### src/rtl/xgmii_tx_framer.sv
`default_nettype none
// ============================================================================
// Module   : xgmii_tx_framer
// Brief    : Beat stream to 64-bit XGMII TX framer (/S/, /T/, IFG, error words)
// Revision : 1.0 - initial release
// ============================================================================
module xgmii_tx_framer #(
  parameter logic [3:0] IFG_WORDS = 4'h1
) (
  input  logic        xgmii_tx_clk,
  input  logic        sys_rst,
  input  logic [63:0] tx_data,
  input  logic [7:0]  tx_keep,
  input  logic        tx_valid,
  input  logic        tx_last,
  output logic        tx_ready,
  output logic [63:0] xgmii_txd,
  output logic [7:0]  xgmii_txc,
  output logic        tx_underrun
);

  localparam logic [63:0] C_IDLE_D = 64'h0707070707070707;
  localparam logic [63:0] C_PRE_D  = 64'hD5555555555555FB;
  localparam logic [63:0] C_ERR_D  = 64'hFEFEFEFEFEFEFEFE;
  localparam logic [63:0] C_TERM_D = 64'h07070707070707FD;

  typedef enum logic [1:0] {
    S_IDLE = 2'd0,
    S_DATA = 2'd1,
    S_TERM = 2'd2,
    S_DROP = 2'd3
  } state_t;

  state_t      r_state, w_state_nxt;
  logic [3:0]  r_gcnt, w_gcnt_nxt;
  logic [63:0] r_txd, w_txd_nxt;
  logic [7:0]  r_txc, w_txc_nxt;
  logic        r_underrun, w_underrun_nxt;
  logic        w_keep_partial;
  logic [7:0]  w_keep_prev;
  logic [63:0] w_term_d;
  logic [7:0]  w_term_c;

  // A partial last beat must be a contiguous run of 1..7 lanes from lane 0;
  // /T/ lands in the first lane whose lower neighbour still carries data.
  always_comb begin
    w_keep_partial = (tx_keep != 8'h00) && (tx_keep != 8'hFF) &&
                     ((tx_keep & (tx_keep + 8'd1)) == 8'h00);
    w_keep_prev    = {tx_keep[6:0], 1'b0};
    w_term_d       = C_IDLE_D;
    w_term_c       = 8'hFF;
    for (int i = 0; i < 8; i++) begin
      if (tx_keep[i]) begin
        w_term_d[8*i +: 8] = tx_data[8*i +: 8];
        w_term_c[i]        = 1'b0;
      end else if (w_keep_prev[i]) begin
        w_term_d[8*i +: 8] = 8'hFD;
      end
    end
  end

  always_comb begin
    w_state_nxt    = r_state;
    w_gcnt_nxt     = r_gcnt;
    w_txd_nxt      = C_IDLE_D;
    w_txc_nxt      = 8'hFF;
    w_underrun_nxt = 1'b0;
    case (r_state)
      S_IDLE: begin
        if (r_gcnt != 4'd0) begin
          w_gcnt_nxt = r_gcnt - 4'd1;
        end else if (tx_valid) begin
          w_txd_nxt   = C_PRE_D;
          w_txc_nxt   = 8'h01;
          w_state_nxt = S_DATA;
        end
      end
      S_DATA: begin
        if (!tx_valid) begin
          w_txd_nxt      = C_ERR_D;
          w_underrun_nxt = 1'b1;
          w_state_nxt    = S_DROP;
        end else if (tx_keep == 8'hFF) begin
          w_txd_nxt = tx_data;
          w_txc_nxt = 8'h00;
          if (tx_last) w_state_nxt = S_TERM;
        end else if (tx_last && w_keep_partial) begin
          w_txd_nxt   = w_term_d;
          w_txc_nxt   = w_term_c;
          w_gcnt_nxt  = IFG_WORDS;
          w_state_nxt = S_IDLE;
        end else begin
          w_txd_nxt      = C_ERR_D;
          w_underrun_nxt = 1'b1;
          if (tx_last) begin
            w_gcnt_nxt  = IFG_WORDS;
            w_state_nxt = S_IDLE;
          end else begin
            w_state_nxt = S_DROP;
          end
        end
      end
      S_TERM: begin
        w_txd_nxt   = C_TERM_D;
        w_gcnt_nxt  = IFG_WORDS;
        w_state_nxt = S_IDLE;
      end
      S_DROP: begin
        if (tx_valid && tx_last) begin
          w_gcnt_nxt  = IFG_WORDS;
          w_state_nxt = S_IDLE;
        end
      end
      default: w_state_nxt = S_IDLE;
    endcase
  end

  always_ff @(posedge xgmii_tx_clk or posedge sys_rst) begin
    if (sys_rst) begin
      r_state    <= S_IDLE;
      r_gcnt     <= 4'd0;
      r_txd      <= C_IDLE_D;
      r_txc      <= 8'hFF;
      r_underrun <= 1'b0;
    end else begin
      r_state    <= w_state_nxt;
      r_gcnt     <= w_gcnt_nxt;
      r_txd      <= w_txd_nxt;
      r_txc      <= w_txc_nxt;
      r_underrun <= w_underrun_nxt;
    end
  end

  assign tx_ready    = (r_state == S_DATA) || (r_state == S_DROP);
  assign xgmii_txd   = r_txd;
  assign xgmii_txc   = r_txc;
  assign tx_underrun = r_underrun;

endmodule
`default_nettype wire

### config.mk
export PLATFORM = sky130hd
export DESIGN_NAME = xgmii_tx_framer
export DESIGN_NICKNAME = d
export VERILOG_FILES = /design/src/rtl/xgmii_tx_framer.sv
export SDC_FILE = /design/constraint.sdc
export NUM_CORES = 1
export LEC_CHECK = 0
export ABC_AREA = 1
export CORE_AREA = 2 2 95 97
export DETAILED_ROUTE_END_ITERATION = 8
export DIE_AREA = 0 0 97 99
export PLACE_DENSITY = 0.79
export REMOVE_ABC_BUFFERS = 1
export SLEW_MARGIN = 25
export SYNTH_ARGS = -nofsm -noshare
export SYNTH_HDL_FRONTEND = slang
export SYNTH_SLANG_ARGS = --single-unit
### constraint.sdc
create_clock -name xgmii_tx_clk -period 3.18 [get_ports xgmii_tx_clk]
set_input_delay 0.795 -clock xgmii_tx_clk [delete_from_list [all_inputs] [get_ports xgmii_tx_clk]]
set_output_delay 0.795 -clock xgmii_tx_clk [all_outputs]
set_load 0.1 [all_outputs]
==> reports/qor.yml <==
min_path:
  hp-class: "reg2reg"
  min_from: "r_gcnt[1]"
  hold-path-cell-count: 2
  hold_end: "r_gcnt[1]"
cts:
  cts.repair.resized: 0
  path_clk_slew_ns: 0.08
  hold_buffers: 0
  cts_buffer_depth: 2
  cts_buffers: 9
  cts_setup_buffers: 0
  clock-root-buffer: "clkbuf_8"
  htreeDepth: 3
  worstSkewPairLatency_ns: 0.34
  cts.sinks: 79
  tritoncts: "yes"
detailed_routing:
  drt_iter0_drc: 128
  post-route-drc-count: 0
  dr.pass1.iters: 4
  ant_nets: 0
  finalWirelength_um: 10200
  vias: 3344
  via_per_inst: 4.87
  wl_per_cell_um: 14.8
flow_run:
  cap_viol_max_count: 0
final_layout:
  num_antenna_cells: 0
  final_area_um2: 5190
  fin_nets: 650
  layout-drive-gt1-share_pct: 26.3
  area_delta_synth_final_pct: 42.9
floorplan:
  coreArea_um2: 8550
  die_width_um: 97
  die_y_um: 99
  start_util_pct: 42.4
  die_area_um2: 9600
  num_rows: 34
  boundaryPins: 150
timing:
  rsz0062_at_grt: "false"
  fin_crit_sh_pct: 72.3
  fmax_ghz: 0.435
  worstMarginPinSlew_ns: 0.551
  finalMaxSlewViolations: 0
  fin_crit_ns: 2.30
  finalHoldViolations: 0
  slew_headroom_pct: 63.2
  fin_worst_skew_ns: 0.00578
  final.setup.tns_ns: 0
  setup_viol: 0
logic_synthesis:
  synth_warnings: 0
  synth.avg_cell_area_um2: 8.54
  synth_seq_cells: 79
  synth_top_area_share_pct: 32.4
  yosysSeqAreaShare_pct: 55.6
  synth_top_area_cell: "dfrtp_1"
  synthCells: 425
  synth.distinct_cells: 28
  netlist_area_um2: 3630
  synthTopCellsByArea: "dfrtp_1 32%, dfstp_2 23%, nand2_1 16%, nor2_1 4.3%, inv_1 4.1%"
worst_setup_path:
  cp_common_cell: "nand2_1"
  worstPathArrival_ns: 2.53
  cp_slowest_cell: "clkdlybuf4s50_1"
  cp-start-kind: "input pin"
  cp_max_fo: 9
  worstSetupPathType: "in2reg"
  reg2regPathDepth: 9
  max_stage_delay_ns: 0.75
  cp-startpoint: "tx_valid"
  crit_path_cell_trace: "clkdlybuf4s50_1, inv_1, o21ai_0, nand2_1, inv_1, nand2_1, nand2_1, nand2_1"
  r2r-start: "r_gcnt[0]"
  worstPathRequired_ns: 3.41
  end_kind: "register"
  r2r_slack_ns: 1.34
  timing.rr.end: "xgmii_txd[33]"
place:
  placed_cell_area_um2: 4990
  gp_congestion: 0.897
  hpwl_um: 7390
  io_buffer_count: 149
global_route:
  overflow: 0
  grt_max_degree: 50
  grt_pass1_wl_um: 16300
  grt.total_usage_pct: 21.5
  antenna_found_initial: 0
  grt_pass1_vias: 3285
run_status:
  status: "finished clean"
[cells in the mapped netlist]
cell type / n
nor3_1: 1
nor2_4: 1
buf_4: 6
o21ai_0: 10
dfstp_2: 32
a21oi_1: 16
buf_8: 1
nand4_1: 8
nor2_2: 3
nand2_1: 157
nand3_1: 14
nand2_8: 1
ha_1: 1
buf_6: 5
inv_2: 6
o21bai_1: 10
a21oi_2: 1
xnor2_1: 1
nor2_1: 42
nor2_8: 1
dfrtp_1: 47
o211ai_1: 5
nand2_2: 4
clkbuf_1: 3
buf_2: 4
nand3_2: 3
nand2_4: 2
inv_1: 40
[stage by stage]
step	utilization [%]	instances	hold slack (ns)	worst slack, ns
2_1_floorplan	-	406	0.442	0.415
3_3_place_gp	58.4	670	0.456	0.602
3_5_place_dp	58.4	670	0.495	0.520
4_1_cts	60.7	686	0.511	0.893
5_1_grt	60.7	686	0.571	0.743
6_report	60.7	686	0.515	0.882
[layer usage]
layer / wire [µm] / track usage, % / part of all wire, % / vias up
li1: - / - / - / 1601
met1: 4270 / 27.6 / 42 / 1585
met2: 5010 / 35.5 / 49 / 150
met3: 742 / 4.82 / 7.3 / 8
met4: 134 / 8.56 / 1.3 / 0
met5: 0 / 0 / 0 / -
[worst max-delay path: cells and delay by family]
family	cells	cell delay, ns
AOI/OAI and AO/OA	1	0.29
buffers and inverters	3	1.08
and+or+nand+nor	4	0.36
[cell families after synthesis]
logic type,share of synthesized area (%)
AO/OA/AOI/OAI,6.93
XOR/XNOR,0.241
adder cells (fa/ha/maj),0.345
buffers and inverters,8.82
flip-flops,55.6
AND/OR/NAND/NOR,28.1
[sequential cells by signal, summed over array words and instances, names as in the netlist]
register,flops
xgmii_txd,64
xgmii_txc,8
r_gcnt,4
r_state,2
tx_underrun,1
[area by class of cell]
type,count,area [µm²]
fill,736,3360
sequential,79,2020
timing repair buffer,156,1370
multi-input combinational,281,1290
inverter,46,174
tap,108,135
clock buffer,9,124
clock inverter,7,73.8
[cells in the final DEF, fill, tap and decap left out]
cell type / netlist / layout
nand2_1: 157 / 157
buf_4: 6 / 80
clkdlybuf4s50_1: 0 / 75
dfrtp_1: 47 / 47
nor2_1: 42 / 42
inv_1: 40 / 39
dfstp_2: 32 / 32
a21oi_1: 16 / 16
nand3_1: 14 / 14
o21ai_0: 10 / 10
o21bai_1: 10 / 10
clkbuf_8: 0 / 9
nand4_1: 8 / 8
inv_2: 6 / 6
o211ai_1: 5 / 5
nand2_2: 4 / 4
nor2_2: 3 / 3
nand3_2: 3 / 3
clkinv_2: 0 / 3
clkinv_4: 0 / 3
nand2_4: 2 / 2
nor2_8: 1 / 1
a21oi_2: 1 / 1
nand2_8: 1 / 1
nor2_4: 1 / 1
nor3_1: 1 / 1
xnor2_1: 1 / 1
ha_1: 1 / 1
bufinv_16: 0 / 1
clkinvlp_4: 0 / 1
buf_12: 0 / 1
[worst max-delay path by stage]
| stage | end | cells past startpoint |
|---|---|---|
| 6_report | r_gcnt[2] | 8 |
| 3_5_place_dp | xgmii_txd[33] | 10 |
| 5_1_grt | xgmii_txd[9] | 9 |
| 4_1_cts | xgmii_txd[33] | 9 |
| 2_1_floorplan | r_gcnt[0] | 1 |
| 3_3_place_gp | xgmii_txd[9] | 10 |
Power is not shown: default switching activity piles up to over one toggle a cycle in this logic, so the estimate is an artifact.
